**src/rtl/dma_ring_sched.sv**
```systemverilog
// DMA ring scheduler: issues per-slot transfer commands into a DDR ring buffer,
// tracks ring fill against host releases, and exposes a small register map.
module dma_ring_sched #(
  parameter int unsigned SLOT_W = 4
) (
  input  logic        Bus2IP_Clk,
  input  logic        Bus2IP_Resetn,
  input  logic        up_sel,
  input  logic        up_rwn,
  input  logic [4:0]  up_addr,
  input  logic [31:0] up_wdata,
  output logic [31:0] up_rdata,
  output logic        up_ack,
  output logic        cmd_valid,
  input  logic        cmd_ready,
  output logic [31:0] cmd_addr,
  output logic [17:0] cmd_len,
  input  logic        dma_irq,
  output logic        irq
);

  localparam int unsigned FW = SLOT_W + 1;
  localparam logic [FW-1:0] MAX_SLOTS = {1'b1, {SLOT_W{1'b0}}};
  localparam logic [FW-1:0] ONE_F     = {{SLOT_W{1'b0}}, 1'b1};

  typedef enum logic [1:0] {
    ST_IDLE  = 2'd0,
    ST_ISSUE = 2'd1,
    ST_BUSY  = 2'd2,
    ST_FULL  = 2'd3
  } state_t;

  state_t              state_q, state_d;
  logic                sel_q, sel_d, req_q, req_d, ack_q, ack_d;
  logic [31:0]         rdata_q, rdata_d;
  logic                sync1_q, sync2_q, sync3_q;
  logic                enable_q, enable_d;
  logic [31:0]         base_q, base_d;
  logic [15:0]         len_q, len_d;
  logic [FW-1:0]       nslots_q, nslots_d;
  logic                irq_pend_q, irq_pend_d;
  logic [31:0]         done_cnt_q, done_cnt_d;
  logic [FW-1:0]       fill_q, fill_d;
  logic [SLOT_W-1:0]   wr_slot_q, wr_slot_d;
  logic                err_q, err_d;
  logic                cmd_valid_q, cmd_valid_d;
  logic [31:0]         cmd_addr_q, cmd_addr_d;
  logic [17:0]         cmd_len_q, cmd_len_d;

  logic                wr_en, wr_ctrl, wr_base, wr_len, wr_nslots, wr_rel, wr_irq;
  logic                clear, done, busy_done, cfg_ok, load;
  logic [FW-1:0]       rel_amt, slot_inc;
  logic [31:0]         slot_off, status, rd_mux;

  always_comb begin
    sel_d = up_sel;
    req_d = up_sel & ~sel_q;
    ack_d = req_q;
  end

  assign wr_en     = ack_q & ~up_rwn;
  assign wr_ctrl   = wr_en && (up_addr == 5'h00);
  assign wr_base   = wr_en && (up_addr == 5'h01);
  assign wr_len    = wr_en && (up_addr == 5'h02);
  assign wr_nslots = wr_en && (up_addr == 5'h03);
  assign wr_rel    = wr_en && (up_addr == 5'h04);
  assign wr_irq    = wr_en && (up_addr == 5'h07);
  assign clear     = wr_ctrl & up_wdata[1];

  assign done      = sync2_q & ~sync3_q;
  assign busy_done = done && (state_q == ST_BUSY);
  assign cfg_ok    = (len_q != 16'd0) && (nslots_q != '0) && (nslots_q <= MAX_SLOTS);
  assign slot_inc  = {1'b0, wr_slot_q} + ONE_F;

  // Release saturates at the current fill so the ring count never underflows.
  always_comb begin
    rel_amt = '0;
    if (wr_rel) begin
      if (up_wdata >= {{(32-FW){1'b0}}, fill_q}) rel_amt = fill_q;
      else                                       rel_amt = up_wdata[FW-1:0];
    end
  end

  always_comb begin
    status        = '0;
    status[7:0]   = 8'(fill_q);
    status[15:8]  = 8'(wr_slot_q);
    status[17:16] = state_q;
    status[24]    = err_q;
  end

  always_comb begin
    rd_mux = '0;
    case (up_addr)
      5'h00:   rd_mux = {31'd0, enable_q};
      5'h01:   rd_mux = base_q;
      5'h02:   rd_mux = {16'd0, len_q};
      5'h03:   rd_mux = 32'(nslots_q);
      5'h05:   rd_mux = status;
      5'h06:   rd_mux = done_cnt_q;
      5'h07:   rd_mux = {31'd0, irq_pend_q};
      default: rd_mux = '0;
    endcase
    rdata_d = req_q ? rd_mux : rdata_q;
  end

  always_comb begin
    enable_d    = enable_q;
    base_d      = base_q;
    len_d       = len_q;
    nslots_d    = nslots_q;
    irq_pend_d  = irq_pend_q;
    done_cnt_d  = done_cnt_q;
    wr_slot_d   = wr_slot_q;
    err_d       = err_q;
    state_d     = state_q;
    cmd_valid_d = cmd_valid_q;
    cmd_addr_d  = cmd_addr_q;
    cmd_len_d   = cmd_len_q;
    load        = 1'b0;

    if (wr_ctrl)   enable_d = up_wdata[0];
    if (wr_base)   base_d   = {up_wdata[31:3], 3'b000};
    if (wr_len)    len_d    = up_wdata[15:0];
    if (wr_nslots) nslots_d = up_wdata[FW-1:0];
    if (wr_irq && up_wdata[0]) irq_pend_d = 1'b0;

    if (busy_done) begin
      done_cnt_d = done_cnt_q + 32'd1;
      irq_pend_d = 1'b1;
      wr_slot_d  = (slot_inc >= nslots_q) ? '0 : slot_inc[SLOT_W-1:0];
    end else if (done) begin
      err_d = 1'b1;
    end

    fill_d = fill_q + (busy_done ? ONE_F : '0) - rel_amt;

    if (clear && (state_q == ST_IDLE)) begin
      fill_d    = '0;
      wr_slot_d = '0;
      err_d     = 1'b0;
    end

    case (state_q)
      ST_IDLE: begin
        if (enable_q && cfg_ok && (fill_q < nslots_q)) begin
          state_d = ST_ISSUE;
          load    = 1'b1;
        end else if (enable_q && (fill_q >= nslots_q)) begin
          state_d = ST_FULL;
        end
      end
      ST_ISSUE: begin
        if (cmd_ready) begin
          state_d     = ST_BUSY;
          cmd_valid_d = 1'b0;
        end
      end
      ST_BUSY: begin
        if (busy_done) begin
          if (!enable_q)              state_d = ST_IDLE;
          else if (fill_d >= nslots_q) state_d = ST_FULL;
          else begin
            state_d = ST_ISSUE;
            load    = 1'b1;
          end
        end
      end
      ST_FULL: begin
        if (!enable_q) state_d = ST_IDLE;
        else if (fill_q < nslots_q) begin
          state_d = ST_ISSUE;
          load    = 1'b1;
        end
      end
      default: state_d = ST_IDLE;
    endcase

    // Reload uses the post-advance slot so BUSY->ISSUE targets the next buffer.
    slot_off = 32'(wr_slot_d) * 32'(len_q);
    if (load) begin
      cmd_valid_d = 1'b1;
      cmd_addr_d  = base_q + (slot_off << 2);
      cmd_len_d   = {len_q, 2'b00};
    end
  end

  always_ff @(posedge Bus2IP_Clk or negedge Bus2IP_Resetn) begin
    if (!Bus2IP_Resetn) begin
      sel_q       <= 1'b0;
      req_q       <= 1'b0;
      ack_q       <= 1'b0;
      rdata_q     <= '0;
      sync1_q     <= 1'b0;
      sync2_q     <= 1'b0;
      sync3_q     <= 1'b0;
      enable_q    <= 1'b0;
      base_q      <= '0;
      len_q       <= '0;
      nslots_q    <= '0;
      irq_pend_q  <= 1'b0;
      done_cnt_q  <= '0;
      fill_q      <= '0;
      wr_slot_q   <= '0;
      err_q       <= 1'b0;
      state_q     <= ST_IDLE;
      cmd_valid_q <= 1'b0;
      cmd_addr_q  <= '0;
      cmd_len_q   <= '0;
    end else begin
      sel_q       <= sel_d;
      req_q       <= req_d;
      ack_q       <= ack_d;
      rdata_q     <= rdata_d;
      sync1_q     <= dma_irq;
      sync2_q     <= sync1_q;
      sync3_q     <= sync2_q;
      enable_q    <= enable_d;
      base_q      <= base_d;
      len_q       <= len_d;
      nslots_q    <= nslots_d;
      irq_pend_q  <= irq_pend_d;
      done_cnt_q  <= done_cnt_d;
      fill_q      <= fill_d;
      wr_slot_q   <= wr_slot_d;
      err_q       <= err_d;
      state_q     <= state_d;
      cmd_valid_q <= cmd_valid_d;
      cmd_addr_q  <= cmd_addr_d;
      cmd_len_q   <= cmd_len_d;
    end
  end

  assign up_rdata  = ack_q ? rdata_q : '0;
  assign up_ack    = ack_q;
  assign cmd_valid = cmd_valid_q;
  assign cmd_addr  = cmd_addr_q;
  assign cmd_len   = cmd_len_q;
  assign irq       = irq_pend_q;

endmodule

```
**config.mk**
```make
export PLATFORM = sky130hd
export DESIGN_NAME = dma_ring_sched
export DESIGN_NICKNAME = d
export VERILOG_FILES = /design/src/rtl/dma_ring_sched.sv
export SDC_FILE = /design/constraint.sdc
export NUM_CORES = 1
export LEC_CHECK = 0
export ABC_AREA = 1
export CORE_MARGIN = 2
export CORE_UTILIZATION = 40
export DETAILED_ROUTE_END_ITERATION = 12
export PLACE_DENSITY = 0.62
export SLEW_MARGIN = 40
export SYNTH_ARGS = -nofsm -noshare
export SYNTH_HDL_FRONTEND = slang
export SYNTH_SLANG_ARGS = --single-unit
```
**constraint.sdc**
```tcl
create_clock -name Bus2IP_Clk -period 8.5 [get_ports Bus2IP_Clk]
set_input_delay 1.7 -clock Bus2IP_Clk [delete_from_list [all_inputs] [get_ports Bus2IP_Clk]]
set_output_delay 1.7 -clock Bus2IP_Clk [all_outputs]
set_load 0.01 [all_outputs]
```
[Yosys cells after proc, flatten, opt, wreduce, memory -nomap -nowiden]
Cells that the tools add are included.
Operators by class
  add/subtract/negate cells: 5
  multipliers: 1
  order comparisons: 6
  equality and inequality tests: 15
  multiplexer cells: 33
  bitwise logic cells: 7
  reductions and logical operators: 25
Operator list (count)
  case mux 32 bit (7 select lines): 1
  adder 32 x 1 -> 32 bit (second input constant): 1
  adder 32 x 22 -> 32 bit: 1
  greater-or-equal comparator 32 x 5 -> 1 bit: 1
  two-way mux 32 bit: 1
  == test 5 x 3 -> 1 bit (second input constant): 4
  multiplier 4 x 16 -> 20 bit: 1
  two-way mux 2 bit: 8
  nonzero test 16 bit: 1
  greater-or-equal comparator 5 bit: 3
  two-way mux 1 bit: 15
  two-way mux 5 bit: 3
  logical AND 1 bit: 14
  two-way mux 4 bit: 3
  == test 5 x 2 -> 1 bit (second input constant): 2
  case mux 2 bit (4 select lines): 1
  nonzero test 2 bit: 4
  adder 4 x 1 -> 5 bit (second input constant): 1
  adder 5 x 1 -> 5 bit: 1
  == test 5 x 1 -> 1 bit (second input constant): 1
  <= comparator 5 bit (second input constant): 1
  zero test 5 bit: 1
  less-than comparator 5 bit: 1
  nonzero test 5 bit: 1
  other kinds (13): 21
Word-level totals
  register bits: 183
  input bits: 43
  output and inout port bits: 85
  word-level logic and storage cells: 112

[Depth between registers and ports, before layout]
  word-level depth: 14
  mapped depth: 40
  mapped depth without buffers: 39

[Worst setup path after synthesis]
Ideal clock, no wire load.
  kind: in2reg
  start: input up_addr[4]
  end: register cmd_addr_q[30] (netlist: cmd_addr[30])
  arrival: 6.171 ns
  required time: 8.383 ns
  setup slack: 2.212 ns
  stages on the path: 32
  path through: nor2_1 -> nand2_1 -> nor2_1 -> nand2_1 -> inv_2 -> nand3_4 -> nand3_2 -> buf_4 -> nor2_1 -> fa_1 -> inv_1 -> fa_1 -> inv_1 -> ha_1 -> a21oi_1 -> nand2_1 -> a21oi_1 -> o21ai_0 -> nand2_1 -> nand2_1 -> nand2_1 -> nand2_1 -> ha_1 -> nand2_1 -> nor2_1 -> inv_1 -> o21ai_0 -> nand2_1 -> nand3_1 -> nand2_1 -> nand2_1 -> nand2_1
Between the ends
  cells in the longest elaborated chain, start to end: 10
Ends and longest elaborated chain
  from (decl): RTL line 10  | input logic [4:0] up_addr,
  branches (longest 10 deep; another with adder 32 x 22 -> 32 bit)
  to (signal assigned): RTL line 229  | cmd_addr_q <= cmd_addr_d;
  to (decl): RTL line 47  | logic [31:0] cmd_addr_q, cmd_addr_d;
Parallel ways; which one is timed is not known.
A chain may end at the register's enable or synchronous reset.

[Final worst setup path]
  start: input up_addr[2]
  end: register cmd_addr_q[17] (netlist: cmd_addr[17])
RTL lines
  zero test 5 bit: RTL line 62  | assign wr_ctrl = wr_en && (up_addr == 5'h00);
  logical AND 1 bit: RTL line 62
  bitwise AND 1 bit: RTL line 68  | assign clear = wr_ctrl & up_wdata[1];
  logical AND 1 bit: RTL line 138  | if (clear && (state_q == ST_IDLE)) begin
  two-way mux 4 bit: RTL line 138
  net wr_slot_d[3]: RTL line 44  | logic [SLOT_W-1:0] wr_slot_q, wr_slot_d;
  multiplier 4 x 16 -> 20 bit: RTL line 180  | slot_off = 32'(wr_slot_d) * 32'(len_q);
  adder 32 x 22 -> 32 bit: RTL line 183  | cmd_addr_d = base_q + (slot_off << 2);
The timed path passes the listed nets, and every way through them passes these cells.

==> results.md <==
- Psw: approximately 1.3 mW
- Met1 Usage GRT: between 30% and 40%
- DR vias: approximately 12000
- H-tree depth: 4
- Synth top area share: 34.48%
- DPL Wire Length: 31770 µm
- Post-synthesis sequential area ratio: about a third
- Post-CTS Setup Bufs: 0
- Top post-synthesis cells by area: dfrtp_1 (34%), nand2_1 (17%), inv_1 (9.5%)
- Core region area: 0.03245 mm²
- Skew final: approximately 0.015 ns
- Fill cell count: roughly 3300
- Initial DRC count: about 1100
- Crit-path max FO: 15
- Internal: ~2 mW
- Antenna violations before repair: 0
- Die Wd: 185.2 µm
- Synthesized area: 0.01314 mm²
- WHS Path Cells: 0
- Root Buffer Master: clkbuf_16
- Clock period minus worst slack: between 7 and 8 ns
- WP data required: around 8.8 ns
- Initial Utilization: between 40% and 50%
- Crit path DAT: 7.54 ns
- FP Rows: 66
- Status: finished, final reports clean
- Final ANT Viol Nets: 0
- Synth async-reset ratio: 100.0%
- HP Class: reg2reg
- Top post-synthesis cells by count: nand2_1 (604), inv_1 (332), dfrtp_1 (181)
- Cell count after synthesis: 1879
- Clk sinks: between 150 and 200
- Most frequent cell after synthesis: nand2_1
- Top_reg_cell synth: dfrtp_1
- All-layer global routing usage: roughly 25%
- # DRC: 0
- Global routing usage on met3: approximately 3.7%
- Clock insertion delay at the later pin of the skew report: between 0.4 and 0.5 ns
- Layer with the highest usage: met2
- Synth Area per Inst: between 6 and 7 µm²
- Period utilisation layout: a little over four fifths
- Flop pwr share: between 30% and 40%
- Fmax: around 0.14 GHz
- Inserted Clock Buffers: 17
- Clk pwr share: about a quarter
- CTS tree: yes
- Comb pwr share: about two fifths
- Synth unique cells: between 40 and 50
- Slew Viols, Final: 0
- Final instance area: roughly 0.015 mm²
- Ys Warns: 0
- Post-CTS resize count: 0
- Static leakage: 8.047 nW
- Clock Path Buffers: 2
- Die Ht: between 150 and 200 µm
- Power density over the cells: 212.0 mW/mm²
- Startpoint Class: primary input
- Placer Congestion: 0.9695
- Max Cap Viol: 0
- DR vias/cell: between 5 and 6
- Number of global-route vias before repair: approximately 12000
- Yosys reg bits: approximately 180
- Leading area contributor after synthesis: dfrtp_1
- Final nets: between 2000 and 2500
- Global-route wire length before repair: between 60000 and 70000 µm
- Die ar.: between 0.03 and 0.04 mm²
- DR WL/cell: about 17 µm
- Worst Setup End Kind: register
- Share of cells above drive strength 1: slightly below 4%
- TritonRoute pass-1 iters: 7
- Post-Place Cell Area: 0.01478 mm²
- Slew at the pin closest to its max-slew limit: 0.7487 ns
- Reg2reg path depth: 29
- Setup Crit Path Kind: in2reg
- Largest net degree at the start of global routing: 121
- Ports: roughly 130
- Final hold vios: 0
- M2 GR Usage: roughly two fifths
- # hold bufs at CTS: 0
- Setup_tns: 0 ns
- Worst-path clk slew: around 0.07 ns
- IO Port Bufs: 123
- Area Overhead vs Synth: 17.27%
- Final WL: between 40000 and 50000 µm
- VDD IR max: approximately 0.00016 V
- FF+latch area: between 0.004 and 0.005 mm²
- Total grt overflow: 0
- Area of the multi-input gates: just over 0.007 mm²
- RSZ-0062 raised after global routing: no
- Slew headroom: 50.09%
- Net Sw Frac: between 30% and 40%
- Antenna cells: 0
- Setup-failing EPs final: 0
- EDFF count, synth: 0
==> metrics by stage <==
stage / hold WS (ns) / setup slack (ns) / utilization (%) / instances / total power [mW]
2_1_floorplan: 0.3312 / 2.212 / - / 1882 / 1.940
3_3_place_gp: 0.3348 / 1.005 / 45.42 / 2408 / 2.378
3_5_place_dp: 0.3419 / 0.9195 / 45.54 / 2409 / 2.407
4_1_cts: 0.3577 / 1.371 / 47.46 / 2441 / 3.274
5_1_grt: 0.3696 / 0.7796 / 47.46 / 2441 / 3.515
6_report: 0.3522 / 1.294 / 47.46 / 2441 / 3.266
==> final timing paths <==
path                                              from                       end  slack (ns)
worst min register to register       sync1_q$_DFF_PN0_         sync2_q$_DFF_PN0_        0.35
max in group asynchronous                Bus2IP_Resetn  cmd_addr[17]$_DFFE_PN0P_        6.26
worst max register to register  wr_slot_q[0]$_DFF_PN0_  cmd_addr[17]$_DFFE_PN0P_        1.85
worst max-delay path                        up_addr[2]  cmd_addr[17]$_DFFE_PN0P_        1.29
min in group asynchronous                Bus2IP_Resetn           irq$_DFFE_PN0P_        1.21
worst min-delay path                 sync1_q$_DFF_PN0_         sync2_q$_DFF_PN0_        0.35
==> critical path, cell delays in order <==
cell and delay, ns:
clkdlybuf4s50_1 0.50, inv_1 0.05, nand2_1 0.17, nor2_1 0.09
nand2_1 0.11, inv_2 0.06, nand3_4 0.10, nand3_2 0.32
inv_1 0.21, nand2_1 0.10, fa_1 0.53, fa_1 0.54
fa_1 0.47, nand3b_1 0.17, nand2_1 0.11, a21oi_1 0.14
o21ai_0 0.38, nand2_1 0.12, nand3_1 0.09, nand2_1 0.11
ha_1 0.38, nand2_1 0.12, nor2_1 0.31, nand2_1 0.17
a21oi_1 0.23, o21ai_0 0.11, nand3_1 0.09, nand2_1 0.05
==> cells in the final DEF (no fill, tap or decap), types with 3 or more instances in the layout <==
master	instances
nand2_1	603
inv_1	332
dfrtp_1	180
nor2_1	167
clkdlybuf4s50_1	122
nand3_1	92
o21ai_0	92
ha_1	74
a21oi_1	51
xor2_1	32
o21ai_1	31
fa_1	30
nor3_1	23
xnor2_1	20
nand4_1	20
clkbuf_16	18
o22ai_1	16
nor2_2	7
inv_2	6
o21bai_1	6
buf_4	6
nand2_2	5
nand3_2	5
nor2_4	4
nand3b_1	4
o2111ai_1	4
conb_1	4
inv_8	4
a21boi_0	3
inv_6	3
clkinv_4	3
clkbuf_8	3
==> registers in the layout (all words and copies together) (netlist names) <==
register	cells
done_cnt_q	32
rdata_q	32
cmd_addr	30
base_q	29
cmd_len	16
len_q	16
fill_q	5
nslots_q	5
wr_slot_q	4
state_q	2
ack_d	1
cmd_valid	1
enable_q	1
err_q	1
irq	1
sel_q	1
sync1_q	1
sync2_q	1
sync3_q	1
up_ack	1
==> routing by layer <==
layer	wire length, µm	vias up
li1	-	6027
met1	18530	5819
met2	18440	436
met3	2328	76
met4	1355	0
met5	0	-
==> cells by family after synthesis <==
family | count (synthesis) | synth area share [%]
buffers and inverters | 383 | 11.49
xor gates and xnor gates | 52 | 3.467
adders and majority gates | 104 | 11.62
DFF | 181 | 34.48
other | 1 | 0.02855
AOI/OAI and AO/OA | 216 | 8.964
and+or+nand+nor | 942 | 29.95
==> cell type report <==
cell class	instances	area share, %
Multi-Input combinational cell	1318	46.19
Sequential cell	181	29.41
Timing Repair Buffer	130	8.513
Inverter	338	8.237
Tap cell	442	3.590
Clock buffer	20	3.030
Clock inverter	12	1.023
==> power by group through the flow <==
stage | Combinational, mW | Clock (mW) | Sequential (mW)
2_1_floorplan | 0.820 | 0 | 1.12
3_3_place_gp | 1.25 | 0 | 1.13
3_5_place_dp | 1.28 | 0 | 1.13
4_1_cts | 1.29 | 0.873 | 1.11
5_1_grt | 1.48 | 0.907 | 1.13
6_report | 1.29 | 0.863 | 1.11
Note: power is estimated with default switching activity, not from simulation.
